`src/rtl/wb_pkg.sv`:
```
//------------------------------------------------------------------------------
// Module      : wb_pkg
// Description : Shared types and constants for the writeback buffer.
// Revision    : 1.0 - initial release
//------------------------------------------------------------------------------
`default_nettype none

package wb_pkg;

    localparam int WB_DEFAULT_DEPTH = 4;
    localparam int WB_ADDR_W        = 5;
    localparam int WB_DATA_W        = 32;

    typedef struct packed {
        logic [WB_ADDR_W-1:0] addr;
        logic [WB_DATA_W-1:0] data;
    } wb_entry_t;

endpackage : wb_pkg

`default_nettype wire

```
`src/rtl/wb_fwd_match.sv`:
```
//------------------------------------------------------------------------------
// Module      : wb_fwd_match
// Description : Youngest-match search over the pending writeback entries.
// Revision    : 1.0 - initial release
//------------------------------------------------------------------------------
`default_nettype none

module wb_fwd_match
    import wb_pkg::*;
#(
    parameter int DEPTH = WB_DEFAULT_DEPTH
) (
    input  wb_entry_t                       entries_i [DEPTH],
    input  logic [$clog2(DEPTH)-1:0]        rd_ptr_i,
    input  logic [$clog2(DEPTH+1)-1:0]      count_i,
    input  logic [WB_ADDR_W-1:0]            addr_i,
    output logic                            hit_o,
    output logic [WB_DATA_W-1:0]            data_o
);

    localparam int PW = $clog2(DEPTH);
    localparam int CW = $clog2(DEPTH+1);

    logic [PW-1:0] w_idx;

    // Walk oldest to youngest so the last match found is the youngest one.
    always_comb begin
        hit_o  = 1'b0;
        data_o = '0;
        w_idx  = '0;
        for (int k = 0; k < DEPTH; k++) begin
            w_idx = rd_ptr_i + PW'(k);
            if ((CW'(k) < count_i) && (addr_i != '0) &&
                (entries_i[w_idx].addr == addr_i)) begin
                hit_o  = 1'b1;
                data_o = entries_i[w_idx].data;
            end
        end
    end

endmodule : wb_fwd_match

`default_nettype wire

```
`src/rtl/wb_buffer.sv`:
```
//------------------------------------------------------------------------------
// Module      : wb_buffer
// Description : In-order writeback FIFO in front of a register file write port,
//               with optional read-port forwarding (macro WB_BUFFER_FWD_EN).
//               N and R must match the wb_entry_t field widths in wb_pkg.
// Revision    : 1.0 - initial release
//------------------------------------------------------------------------------
`default_nettype none

module wb_buffer
    import wb_pkg::*;
#(
    parameter int N     = WB_DATA_W,
    parameter int R     = WB_ADDR_W,
    parameter int DEPTH = WB_DEFAULT_DEPTH
) (
    input  logic                         clk,
    input  logic                         rst,
    input  logic                         in_valid,
    output logic                         in_ready,
    input  logic [R-1:0]                 in_addr,
    input  logic [N-1:0]                 in_data,
    output logic                         wr_en,
    output logic [R-1:0]                 wr_addr,
    output logic [N-1:0]                 wr_data,
    input  logic                         wr_ready,
    input  logic [R-1:0]                 fwd_addr1,
    input  logic [R-1:0]                 fwd_addr2,
    output logic                         fwd_hit1,
    output logic                         fwd_hit2,
    output logic [N-1:0]                 fwd_data1,
    output logic [N-1:0]                 fwd_data2,
    output logic [$clog2(DEPTH+1)-1:0]   count
);

    localparam int PW = $clog2(DEPTH);
    localparam int CW = $clog2(DEPTH+1);
    localparam logic [CW-1:0] FULL_COUNT = CW'(DEPTH);

    wb_entry_t     mem_q [DEPTH];
    logic [PW-1:0] rd_ptr_q, rd_ptr_d;
    logic [PW-1:0] wr_ptr_q, wr_ptr_d;
    logic [CW-1:0] count_q, count_d;

    logic      w_enq;
    logic      w_deq;
    wb_entry_t w_head;

    assign in_ready = (count_q != FULL_COUNT);
    assign wr_en    = (count_q != '0);

    // Register 0 is hardwired zero: the handshake completes but nothing is stored.
    assign w_enq    = in_valid && in_ready && (in_addr != '0);
    assign w_deq    = wr_en && wr_ready;

    always_comb begin
        rd_ptr_d = rd_ptr_q;
        wr_ptr_d = wr_ptr_q;
        count_d  = count_q;
        if (w_enq) begin
            wr_ptr_d = wr_ptr_q + 1'b1;
        end
        if (w_deq) begin
            rd_ptr_d = rd_ptr_q + 1'b1;
        end
        if (w_enq && !w_deq) begin
            count_d = count_q + 1'b1;
        end else if (!w_enq && w_deq) begin
            count_d = count_q - 1'b1;
        end
    end

    always_ff @(posedge clk or posedge rst) begin
        if (rst) begin
            rd_ptr_q <= '0;
            wr_ptr_q <= '0;
            count_q  <= '0;
        end else begin
            rd_ptr_q <= rd_ptr_d;
            wr_ptr_q <= wr_ptr_d;
            count_q  <= count_d;
        end
    end

    // Payload storage needs no reset; occupancy is tracked by count_q alone.
    always_ff @(posedge clk) begin
        if (w_enq) begin
            mem_q[wr_ptr_q].addr <= in_addr;
            mem_q[wr_ptr_q].data <= in_data;
        end
    end

    assign w_head  = mem_q[rd_ptr_q];
    assign wr_addr = wr_en ? w_head.addr : '0;
    assign wr_data = wr_en ? w_head.data : '0;
    assign count   = count_q;

`ifdef WB_BUFFER_FWD_EN
    wb_fwd_match #(
        .DEPTH (DEPTH)
    ) u_fwd1 (
        .entries_i (mem_q),
        .rd_ptr_i  (rd_ptr_q),
        .count_i   (count_q),
        .addr_i    (fwd_addr1),
        .hit_o     (fwd_hit1),
        .data_o    (fwd_data1)
    );

    wb_fwd_match #(
        .DEPTH (DEPTH)
    ) u_fwd2 (
        .entries_i (mem_q),
        .rd_ptr_i  (rd_ptr_q),
        .count_i   (count_q),
        .addr_i    (fwd_addr2),
        .hit_o     (fwd_hit2),
        .data_o    (fwd_data2)
    );
`else
    logic w_unused_fwd;

    assign w_unused_fwd = ^{fwd_addr1, fwd_addr2};
    assign fwd_hit1     = 1'b0;
    assign fwd_hit2     = 1'b0;
    assign fwd_data1    = '0;
    assign fwd_data2    = '0;
`endif

endmodule : wb_buffer

`default_nettype wire
```
`config.mk`:
```
export PLATFORM = sky130hd
export DESIGN_NAME = wb_buffer
export DESIGN_NICKNAME = d
export VERILOG_FILES = /design/src/rtl/wb_pkg.sv /design/src/rtl/wb_fwd_match.sv /design/src/rtl/wb_buffer.sv
export SDC_FILE = /design/constraint.sdc
export NUM_CORES = 1
export LEC_CHECK = 0
export CORE_MARGIN = 2
export CORE_UTILIZATION = 53
export CTS_CLUSTER_DIAMETER = 200
export CTS_CLUSTER_SIZE = 14
export DETAILED_ROUTE_END_ITERATION = 6
export PLACE_DENSITY_LB_ADDON = 0.2
export SETUP_SLACK_MARGIN = 0.05
export SYNTH_ARGS = -nofsm -noshare
export SYNTH_HDL_FRONTEND = slang
export SYNTH_SLANG_ARGS = --single-unit
```
`constraint.sdc`:
```
create_clock -name clk -period 6.7 [get_ports clk]
set_input_delay 1.34 -clock clk [delete_from_list [all_inputs] [get_ports clk]]
set_output_delay 1.34 -clock clk [all_outputs]
set_load 0.01 [all_outputs]
```
**After elaboration in Yosys (flattened, before gate mapping)**

Memories as Yosys holds them, arrays and structs flattened.
Cells that the tools add are included.

- Mux-type cells: 6
- Eq/ne operators: 1
- $mul: 0
- Reductions and logical operators: 10
- $lt $le $gt $ge: 0
- Add/sub/neg operators: 4
- Bitwise logic cells: 0
- Divide/modulo/power cells: 0
- Shifts and indexed selects: 0

Operator list:

| cell | count |
|---|---|
| $mux W32 | 1 |
| $mux W3 | 2 |
| $logic_and A1 B1 Y1 | 5 |
| $mux W5 | 1 |
| $reduce_bool A5 Y1 | 1 |
| $add A2 B1 Y2 const B | 2 |
| $add A3 B1 Y3 const B | 1 |
| $ne A3 B3 Y1 const B | 1 |
| $reduce_bool A3 Y1 | 1 |
| $sub A3 B1 Y3 const B | 1 |
| $logic_not A1 Y1 | 2 |
| $mux W1 | 2 |
| $reduce_bool A2 Y1 | 1 |

- Flip-flop bits (word level): 7
- Input bits: 51
- Memory bits (writable): 148
- Memories kept: 1
- ROM bits: 0
- Word-level logic and storage cells: 25
- Bits in latches: 0
- Output and inout bits: 108

Memory list:

| name | words | width | read ports | clocked after memory_dff | wr ports | line | RTL |
|---|---|---|---|---|---|---|---|
| mem_q | 4 | 37 | 1 | 0 | 1 | wb_buffer.sv:40 | `wb_entry_t mem_q [DEPTH];` |

**Logic depth before layout (Yosys ltp)**

Gate-level depths: netlist of the first run.

- Depth after elaboration: 7
- Mapped depth: 9
- Gate-level depth less buffers: 8

**Worst setup path before layout of the first run**

Ideal clock, no wire load.

- Kind: input -> register
- Start: input port in_addr[0]
- End: register count_q[1], in the netlist count[1]
- Stages on the path: 6
- Arrival time: 3,040 ps
- Required time: 6,575 ps
- Setup slack: 3,536 ps
- Setup time: 125 ps
- Path buffers: 0
- Path through: or4_4 -> o211a_4 -> ha_1 -> inv_1 -> fa_1 -> mux2_2

- Elaborated cells on any way between the ends: 7
- Those cells by class: 1 x mux; 6 x reduce/logical

RTL lines:

| item | line | RTL |
|---|---|---|
| from (decl) | wb_buffer.sv:21 | `input logic [R-1:0] in_addr,` |
| $reduce_bool A5 Y1 | wb_buffer.sv:53 | `assign w_enq = in_valid && in_ready && (in_addr != '0);` |
| $logic_and A1 B1 Y1 | wb_buffer.sv:53 |  |
| via w_enq | wb_buffer.sv:45 | `logic w_enq;` |
| $logic_and A1 B1 Y1 | wb_buffer.sv:66 | `if (w_enq && !w_deq) begin` |
| $mux W3 | wb_buffer.sv:66 |  |
| via count_d[1] | wb_buffer.sv:43 | `logic [CW-1:0] count_q, count_d;` |
| to (signal assigned) | wb_buffer.sv:81 | `count_q <= count_d;` |
| to (decl) | wb_buffer.sv:43 |  |

The timed path passes the listed nets, and every way through them passes these cells.
A chain may end at the register's enable or synchronous reset.

**Worst setup path after layout of the first run**

- Start: register rd_ptr_q[0]
- End: output port wr_addr[3]

- Word-level cells in the longest chain between the ends: 2

RTL lines:

| item | line | RTL |
|---|---|---|
| from (decl) | wb_buffer.sv:41 | `logic [PW-1:0] rd_ptr_q, rd_ptr_d;` |
| from (signal assigned) | wb_buffer.sv:79 | `rd_ptr_q <= rd_ptr_d;` |
| $mem_v2 Z4 W37 | -- |  |
| $mux W5 | wb_buffer.sv:94 | `assign wr_addr = wr_en ? w_head.addr : '0;` |
| to (decl) | wb_buffer.sv:24 | `output logic [R-1:0] wr_addr,` |

No other way between the ends.

==> results of run 1 <==
## worst max path at each step
stage	start	endpoint	slack, ns	cells after the start
5_1_grt	rd_ptr_q[0]	wr_addr[1]	2.16	4
3_3_place_gp	rd_ptr_q[0]	wr_addr[3]	2.74	4
6_report	rd_ptr_q[0]	wr_addr[3]	2.39	4
2_1_floorplan	in_addr[0]	count[1]	3.54	6
3_5_place_dp	rd_ptr_q[0]	wr_data[18]	2.74	4
4_1_cts	rd_ptr_q[0]	wr_addr[3]	2.29	4
## through the flow
stage | utilization | instance area, um^2 | worst slack [ns] | hold slack (ns)
after floorplan | - | 6750 | 3.54 | 0.527
after global placement | 0.601 | 7220 | 2.74 | 0.503
after detailed placement | 0.601 | 7220 | 2.74 | 0.510
after CTS | 0.651 | 7830 | 2.29 | 0.538
after global routing | 0.651 | 7830 | 2.16 | 0.569
final | 0.651 | 7830 | 2.39 | 0.529
## layer usage
metal,track usage,up-vias,share of wire
li1,-,1335,-
met1,0.215,1543,0.40
met2,0.290,105,0.52
met3,0.0622,11,0.060
met4,0.0506,0,0.011
met5,0,-,0
## registers in the layout (all words and copies together), names as in the netlist
name,cells
wr_ptr_q,2
mem_q,148
rd_ptr_q,2
count,3
## area by class of cell
class	count	area [um^2]	area share
Clock buffer	20	437	0.0558
Tap cell	147	184	0.0235
Timing Repair Buffer	84	836	0.107
Sequential cell	155	4620	0.591
Clock inverter	12	171	0.0219
Multi-Input combinational cell	165	1560	0.199
Inverter	4	15.0	0.00192
## cell usage in the layout (no fill, tap or decap), types with 3 or more instances in the layout
| cell type | Yosys | final |
|---|---|---|
| edfxtp_1 | 148 | 148 |
| clkdlybuf4s50_1 | 0 | 82 |
| conb_1 | 1 | 66 |
| mux4_2 | 37 | 37 |
| and2_1 | 37 | 37 |
| clkbuf_16 | 0 | 17 |
| ha_1 | 5 | 5 |
| dfrtp_1 | 7 | 5 |
| inv_1 | 4 | 4 |
| xnor2_1 | 4 | 4 |
| and2_2 | 4 | 4 |
| bufinv_16 | 0 | 4 |
| clkbuf_1 | 5 | 3 |
## power by group through the flow
stage | Sequential (mW) | Clock [mW] | Combinational (mW)
finish | 1.43 | 0.977 | 1.19
global placement | 1.44 | 0 | 1.20
floorplan | 1.34 | 0 | 0.780
detailed placement | 1.45 | 0 | 1.21
CTS | 1.43 | 0.992 | 1.22
global route | 1.46 | 1.04 | 1.29
## critical path, cell delays in order (launching register included)
cell and delay [ns]:
dfrtp_2 0.84, buf_4 0.50, mux4_2 0.55, and2_1 0.19, clkdlybuf4s50_1 0.48
## cells by family (layout without fill, tap and decap cells)
kind of cell | Yosys count | after routing
XOR/XNOR | 6 | 6
flip-flops | 155 | 155
adder cells (fa/ha/maj) | 6 | 6
buffers and inverters | 82 | 120
AND/OR/NAND/NOR | 47 | 47
AO/OA/AOI/OAI | 1 | 1
other | 1 | 66
multiplexers | 39 | 39
==> summary.txt, run 1 <==
Logic synthesis
  • Largest family of logic cells by synthesized area: multiplexers
  • Post-synthesis sequential area ratio: 0.710
  • Post-synth top area share: 0.683
  • Post-Synth XOR/XNOR Area: 0.00807
  • Commonest cells post-synth: edfxtp_1 (148), buf_4 (67), and2_1 (37), mux4_2 (37), dfrtp_1 (7)
  • Ys Warns: 0
  • Fraction of registers with async set/reset: 0.0452
  • EDFF count, synth: roughly 150
  • Most numerous cell in the Yosys netlist: edfxtp_1
  • Post-synthesis adder-cell area fraction: 0.0127
  • Simple-gate share of the synthesized area: 0.0461
  • Synth top area cells: edfxtp_1 (68%), mux4_2 (13%), buf_4 (7.7%)
  • Synth Cell Area: ~6500 um^2
  • Main synth FF type: edfxtp_1
  • Library cells used by synthesis: 24
  • Compound-Gate Fraction of Synth Area: 0.00269
  • Flops & latches, synth: roughly 160
  • Mapped Cells: 337
  • Syn_area_per_cell: roughly 19 um^2
  • Largest area contributor in the netlist: edfxtp_1
  • Proportion of synthesized area in mux cells: 0.132

Layout
  • Layout area overhead: 20.2%
  • N_diodes: 0
  • Filler cell count: ~830
  • Finished Layout Cells: 587
  • Layout Nets: roughly 480
  • Layout cells sized above 1: 0.175

CTS
  • Clock Path Buffers: 2
  • Post-cts hold buffer count: 0
  • CTS sink cnt: between 150 and 200
  • Clock Latency Late Sink: between 0.4 and 0.5 ns
  • Post-CTS Resized: 0
  • Reg clk slew, reported paths: ~0.060 ns
  • TritonCTS clock tree: yes
  • Root buffer cell: clkbuf_16
  • Setup Fix Bufs, Post-CTS: 0
  • Num CTS Buffers: 17
  • H-tree Lvls: 4

Place
  • Routability cong.: around 0.7
  • HPWL Detailed: about 6200 um
  • PortBufs: 82
  • Placed insts: 555

Setup path
  • Kind of critical path: reg -> out
  • FF-to-FF setup slack: about 4.0 ns
  • Reg2Reg Depth: 9
  • Crit path required time: 5.36 ns
  • Critical Path AT: between 2 and 3 ns
  • Max FO, Critical Path: 21
  • Critical R2R Capture: count[2]
  • FF-to-FF Start: count[0]
  • Critical path endpoint category: output pin
  • Critical Path Source Type: register

Timing
  • Final setup vio count: 0
  • Final Skew: 0.00501 ns
  • Peak Freq: about 0.23 GHz
  • Tcrit/Tclk final: 0.644
  • Slew headroom: 0.311
  • Final worst path period need: 4.31 ns
  • Setup_tns: 0 ns
  • Worst Tran Pin Value: ~1.0 ns
  • Unrepaired setup endpoints after global routing: false
  • Final slew viol count: 0
  • Final Hold Viols: 0

Power
  • Worst vdd ir: between 200 and 250 uV
  • Switching portion of total power: 0.275
  • Clock Power Share: 0.272
  • P_sw: ~0.99 mW
  • Comb power frac: 0.331
  • PwrDens: 459 nW/um^2
  • Power Internal: ~2.6 mW
  • Total Power: 3.59 mW
  • Leak: ~2.7 nW
  • Sequential share of power: 0.397

Routing
  • Vias per cell: approximately 5
  • Final wirelength: about 11000 um
  • Drc violations: 0
  • Via count: about 3000
  • Initial DRC count: roughly 120
  • WL/cell: about 18 um
  • DR pass1 iterations: 4
  • ANT nets after route: 0

Global route
  • Vias in the first global route: between 3000 and 4000
  • Total GRT Usage: 0.173
  • Global route total overflow: 0
  • First-pass GRT wire length: ~16000 um
  • Largest net degree at the start of global routing: 39
  • Initial antenna violation count: 0

Run
  • Max-Cap Viols: 0

Hold path
  • Hold Startpoint: count[2]
  • Worst min path class: reg -> reg
  • Hold Crit Depth: 1
  • WHS Endpoint: count[2]

Floorplan
  • Die width: 115 um
  • Initial Util: 0.542
  • I/O pin cnt: about 160
  • Die Y: 115 um
  • Core region area: about 12000 um^2
  • # rows: 40
  • Die Area: between 10000 and 15000 um^2

Status
  • Status: complete, no violations
(Power assumes the default switching activity.)
==> run 2, diff against run 1 <==
--- a/config.mk
+++ b/config.mk
@@ -6,7 +6,7 @@
 export NUM_CORES = 1
 export LEC_CHECK = 0
 export CORE_MARGIN = 2
-export CORE_UTILIZATION = 53
+export CORE_UTILIZATION = 45
 export CTS_CLUSTER_DIAMETER = 200
 export CTS_CLUSTER_SIZE = 14
 export DETAILED_ROUTE_END_ITERATION = 6
==> constraint.sdc (replaced) <==
create_clock -name clk -period 3.65 [get_ports clk]
set_input_delay 0.73 -clock clk [delete_from_list [all_inputs] [get_ports clk]]
set_output_delay 0.73 -clock clk [all_outputs]
set_load 0.01 [all_outputs]
==> run 2 against run 1 <==
Effect of this change:
- sequential power increased by 80%
- critical endpoint is now wr_data[10]
- routed wire length increased by 1.6%
- non-clock buffer count increased by 1
- register-to-register slack got worse by 3.1 ns
- critical path depth unchanged
- highest routed layer unchanged
- largest power group unchanged
- count of clock-buffer cells in the layout unchanged
- die area increased by 17%
==> summary.txt, run 2 (synthesis results as in run 1) <==
Timing
  • Tcrit/Tclk final: 0.917
  • Final setup vio count: 0 (unchanged)
  • Hold slack: 0.538 ns (+0.00864 ns)
  • Setup_tns: 0 ns (unchanged)
  • Final slew viol count: 0 (unchanged)
  • Unrepaired setup endpoints after global routing: false
  • Final Hold Viols: 0 (unchanged)
  • Slew headroom: 0.279 (-0.0323)
  • Worst Tran Pin Value: 1.08 ns (+0.0485 ns)
  • Final worst path period need: around 3.3 ns
  • Final worst slack: 0.303 ns (-2.08 ns)
  • Final Skew: 0.00478 ns (-0.000231 ns)
  • Peak Freq: roughly 0.3 GHz

CTS
  • Num CTS Buffers: 17 (unchanged)
  • H-tree Lvls: 4 (unchanged)
  • CTS sink cnt: 155 (unchanged)
  • Post-cts hold buffer count: 0 (unchanged)
  • TritonCTS clock tree: yes
  • Root buffer cell: clkbuf_16
  • Reg clk slew, reported paths: 0.06 ns (about the same)
  • Clock Path Buffers: 2 (unchanged)
  • Setup Fix Bufs, Post-CTS: 0 (unchanged)
  • Clock Latency Late Sink: 0.41 ns (about the same)
  • Post-CTS Resized: 0 (unchanged)

Setup path
  • Critical R2R Capture: count[2]
  • Kind of critical path: reg -> out
  • Critical Path Source Type: register
  • Reg2Reg Depth: 9 (unchanged)
  • FF-to-FF Start: count[0]
  • Critical Path AT: 2.62 ns (-0.35 ns)
  • Critical path launch point: rd_ptr_q[0]
  • Max FO, Critical Path: 21 (unchanged)
  • Crit path required time: 2.92 ns (-2.44 ns)
  • FF-to-FF setup slack: 0.94 ns (-3.06 ns)
  • Critical path endpoint category: output pin
  • Worst Setup EP: wr_data[10]

Routing
  • WL/cell: 17.5 um (-3.9%)
  • Via count: 2988 (-0.20%)
  • ANT nets after route: 0 (unchanged)
  • DR pass1 iterations: 4 (unchanged)
  • Final wirelength: 10800 um (+1.6%)
  • Drc violations: 0 (unchanged)
  • Vias per cell: 4.82 (-5.5%)
  • Initial DRC count: 120 (+4.3%)

Place
  • Cell Area, Placed: 7290 um^2 (+1.1%)
  • Dpl ws: 0.505 ns (-2.24 ns)
  • HPWL Detailed: 6410 um (+3.1%)
  • PortBufs: 82 (unchanged)
  • Placed insts: 589 (+6.1%)
  • Routability cong.: 0.695 (about the same)

Global route
  • Total GRT Usage: 0.146 (-0.0270)
  • Largest net degree at the start of global routing: 38 (-2.6%)
  • Vias in the first global route: 3044 (+0.50%)
  • First-pass GRT wire length: 16800 um (+2.4%)
  • Global route total overflow: 0 (unchanged)
  • Initial antenna violation count: 0 (unchanged)

Layout
  • Layout area overhead: 21.1%
  • Filler cell count: 1089 (+31%)
  • Most frequent cells in the layout: edfxtp_1 (148), clkdlybuf4s50_1 (82), conb_1 (66)
  • Final core occ: 0.563 (-0.0880)
  • Layout Nets: 485 (+0.21%)
  • Layout cells sized above 1: 0.173 (-0.00227)
  • Multi-input logic area: 1560 um^2 (unchanged)
  • Design Area, Final: 7880 um^2 (+0.72%)
  • N_diodes: 0 (unchanged)
  • Sequential Area: 4620 um^2 (about the same)
  • Max reg flops: 148 (unchanged)
  • Reg with most FFs: mem_q
  • Commonest non-fill, non-tap cell in the layout: edfxtp_1
  • Finished Layout Cells: 620 (+5.6%)

Floorplan
  • Core region area: 14000 um^2 (+16%)
  • I/O pin cnt: 159 (unchanged)
  • # rows: 43 (+7.5%)
  • Die width: 124 um (+8.2%)
  • Die Area: 15400 um^2 (+17%)
  • Die Y: 124 um (+8.2%)
  • Initial Util: 0.465 (-0.0766)

Power
  • Leak: 2.73 nW (+0.39%)
  • P_sw: 1.79 mW (+81%)
  • Comb power frac: 0.344 (+0.013)
  • Clock Power Share: 0.265 (-0.007)
  • Power Internal: 4.80 mW (+84%)
  • Total Power: 6.59 mW (+83%)
  • Sequential share of power: 0.391 (-0.006)
  • Switching portion of total power: 0.272 (-0.00326)
  • PwrDens: 836 nW/um^2 (+82%)
  • Worst vdd ir: 431 uV (+74%)

Status
  • Status: complete, no violations

Hold path
  • Hold Startpoint: count[2]
  • Worst min path class: reg -> reg
  • Hold Crit Depth: 1 (unchanged)

Run
  • Max-Cap Viols: 0 (unchanged)
-- run 2: critical path: stages (launching register included) --
cell and delay (ns):
dfrtp_4 0.73, buf_12 0.27, mux4_2 0.50, and2_1 0.21, clkdlybuf4s50_1 0.49
-- run 2: routing by layer --
metal  part of all wire  global-route usage
met5                  0                   0
met4              0.017              0.0595
met1               0.43               0.182
met2               0.50               0.240
met3              0.053              0.0434
-- run 2: cell type report --
class / instances / share of cell area
Clock buffer: 20 / 0.0554
Clock inverter: 11 / 0.0192
Timing Repair Buffer: 85 / 0.110
Multi-Input combinational cell: 165 / 0.198
Tap cell: 180 / 0.0286
Inverter: 4 / 0.00191
Sequential cell: 155 / 0.587
-- run 2: worst min path at each step --
stage / endpoint / slack (ns)
2_1_floorplan: count[0] / 0.53
3_3_place_gp: count[2] / 0.52
3_5_place_dp: count[2] / 0.53
4_1_cts: count[2] / 0.54
5_1_grt: count[2] / 0.56
6_report: count[2] / 0.54
-- run 2: power groups by stage --
stage	Clock [mW]	Sequential, mW	Combinational [mW]
2_1_floorplan	0	2.46	1.43
3_3_place_gp	0	2.61	2.31
3_5_place_dp	0	2.63	2.31
4_1_cts	1.78	2.59	2.32
5_1_grt	1.85	2.63	2.46
6_report	1.75	2.58	2.27
==> run 3, diff against run 2 <==
--- a/config.mk
+++ b/config.mk
@@ -5,6 +5,7 @@
 export SDC_FILE = /design/constraint.sdc
 export NUM_CORES = 1
 export LEC_CHECK = 0
+export CAP_MARGIN = 20
 export CORE_MARGIN = 2
 export CORE_UTILIZATION = 45
 export CTS_CLUSTER_DIAMETER = 200
==> run 3 against run 2 <==
Effect of this change:
- clock skew up 0.00077 ns
- sequential share of layout area down 0.15 points
- non-clock buffer count grew 1
- maximum frequency grew 0.33%
- die area did not move
- sequential cell count is the same
- first-iteration DRC count unchanged
- sequential power is essentially flat
- via count shrank 0.33%
- total power grew 0.12%
- largest cell class unchanged
==> summary.txt, run 3 (synthesis results as in run 1) <==
Timing
  • Final Skew: 0.00555 ns (+0.000770 ns)
  • Setup_tns: 0 ns (unchanged)
  • Peak Freq: 0.300 GHz (+0.33%)
  • Tcrit/Tclk final: 0.914 (-0.00300)
  • Unrepaired setup endpoints after global routing: false
  • Worst Tran Pin Value: 1.08 ns (-0.00154 ns)
  • Final slew viol count: 0 (unchanged)
  • Final worst path period need: 3.34 ns (-0.0109 ns)
  • Final Hold Viols: 0 (unchanged)
  • Final setup vio count: 0 (unchanged)
  • Slew headroom: 0.280 (+0.00103)

CTS
  • Num CTS Buffers: 17 (unchanged)
  • Clock Path Buffers: 2 (unchanged)
  • Root buffer cell: clkbuf_16
  • CTS sink cnt: 155 (unchanged)
  • Setup Fix Bufs, Post-CTS: 0 (unchanged)
  • Post-cts hold buffer count: 0 (unchanged)
  • Post-CTS Resized: 0 (unchanged)
  • Clock Latency Late Sink: 0.41 ns (about the same)
  • Reg clk slew, reported paths: 0.06 ns (about the same)
  • H-tree Lvls: 4 (unchanged)
  • TritonCTS clock tree: yes

Place
  • PortBufs: 82 (unchanged)
  • HPWL Detailed: 6410 um (unchanged)
  • Routability cong.: 0.695 (unchanged)

Routing
  • WL/cell: 17.5 um (about the same)
  • Initial DRC count: 120 (unchanged)
  • Final wirelength: 10900 um (+0.18%)
  • Vias per cell: 4.80 (-0.50%)
  • Drc violations: 0 (unchanged)
  • ANT nets after route: 0 (unchanged)
  • Via count: 2978 (-0.33%)
  • DR pass1 iterations: 4 (unchanged)

Power
  • PwrDens: 835 nW/um^2 (-0.14%)
  • Sequential share of power: 0.390 (about the same)
  • Comb power frac: 0.345 (about the same)
  • P_sw: 1.79 mW (about the same)
  • Worst vdd ir: 433 uV (+0.29%)
  • Clock Power Share: 0.265 (about the same)
  • Leak: 2.74 nW (+0.31%)
  • Power Internal: 4.81 mW (+0.19%)
  • Switching portion of total power: 0.271 (-0.000511)

Floorplan
  • Die Y: 124 um (unchanged)
  • Die Area: 15400 um^2 (unchanged)
  • Core region area: 14000 um^2 (unchanged)
  • Initial Util: 0.465 (unchanged)
  • # rows: 43 (unchanged)
  • I/O pin cnt: 159 (unchanged)
  • Die width: 124 um (unchanged)

Layout
  • Reg with most FFs: mem_q
  • Commonest non-fill, non-tap cell in the layout: edfxtp_1
  • Final core occ: 0.565 (+0.00143)
  • Layout area overhead: 21.4%
  • Most frequent cells in the layout: edfxtp_1 (148), clkdlybuf4s50_1 (82), conb_1 (66)
  • Layout cells sized above 1: 0.175 (+0.00188)
  • Max reg flops: 148 (unchanged)
  • Layout Nets: 486 (+0.21%)
  • N_diodes: 0 (unchanged)

Global route
  • Largest net degree at the start of global routing: 38 (unchanged)
  • Total GRT Usage: 0.146 (unchanged)
  • First-pass GRT wire length: 16800 um (unchanged)
  • Initial antenna violation count: 0 (unchanged)
  • Global route total overflow: 0 (unchanged)
  • Vias in the first global route: 3044 (unchanged)

Setup path
  • Crit path required time: 2.92 ns (about the same)
  • Critical path endpoint category: output pin
  • Critical Path AT: 2.61 ns (about the same)
  • Critical Path Source Type: register
  • Max FO, Critical Path: 21 (unchanged)
  • Kind of critical path: reg -> out

Run
  • Max-Cap Viols: 0 (unchanged)

Hold path
  • Worst min path class: reg -> reg

Status
  • Status: complete, no violations
==> run 3: changes by cell type in the layout (fill, tap and decap cells not counted), sizes merged <==
| cell | change |
|---|---|
| buf | +1 |
==> run 3: routing by layer <==
layer  vias up  global-route usage  routed length [um]
met2       120               0.240                5460
met1      1507               0.182                4620
met3        14              0.0434                 612
met5         -                   0                   0
met4         0              0.0595                 170
li1       1337                   -                   -
==> run 3: stage by stage <==
step	power [mW]	hold WS [ns]	cell area (um^2)	setup slack, ns	instances
final	6.60	0.527	7900	0.314	621
after detailed placement	4.94	0.532	7290	0.505	589
after global routing	6.95	0.561	7900	0.151	621
after floorplan	3.89	0.527	6750	1.10	402
after CTS	6.70	0.540	7880	0.239	620
after global placement	4.92	0.519	7290	0.517	589
==> run 3: final timing paths <==
path / startpoint / to / slack (ns) / depth (start not counted)
setup / recovery: rd_ptr_q[0] / wr_data[10] / 0.31 / 4
hold / removal: count[2] / count[2] / 0.53 / 1
setup reg to reg: count[0] / count[2] / 0.94 / 9
hold reg to reg: count[2] / count[2] / 0.53 / 1
max in group asynchronous: rst / rd_ptr_q[0] / 2.81 / 2
min in group asynchronous: rst / wr_ptr_q[0] / 0.59 / 2
==> run 3: worst max-delay path, stage by stage (launching register included) <==
cell and delay [ns]:
dfrtp_4 0.73, buf_12 0.26, mux4_2 0.50, and2_1 0.20, clkdlybuf4s50_1 0.49
==> run 3: cell type report <==
cell class,count,area [um^2]
clock buffers,20,437
clock inverters,11,151
fillers,1087,6090
inverters,4,15.0
multi-input cells,165,1560
flip-flops and latches,155,4620
well taps,180,225
repair buffers,86,888
==> run 3: power groups by stage <==
| stage | Sequential, mW | Clock, mW | Combinational, mW |
|---|---|---|---|
| 2_1_floorplan | 2.46 | 0 | 1.43 |
| 3_3_place_gp | 2.61 | 0 | 2.31 |
| 3_5_place_dp | 2.63 | 0 | 2.31 |
| 4_1_cts | 2.59 | 1.78 | 2.32 |
| 5_1_grt | 2.63 | 1.85 | 2.48 |
| 6_report | 2.57 | 1.75 | 2.28 |
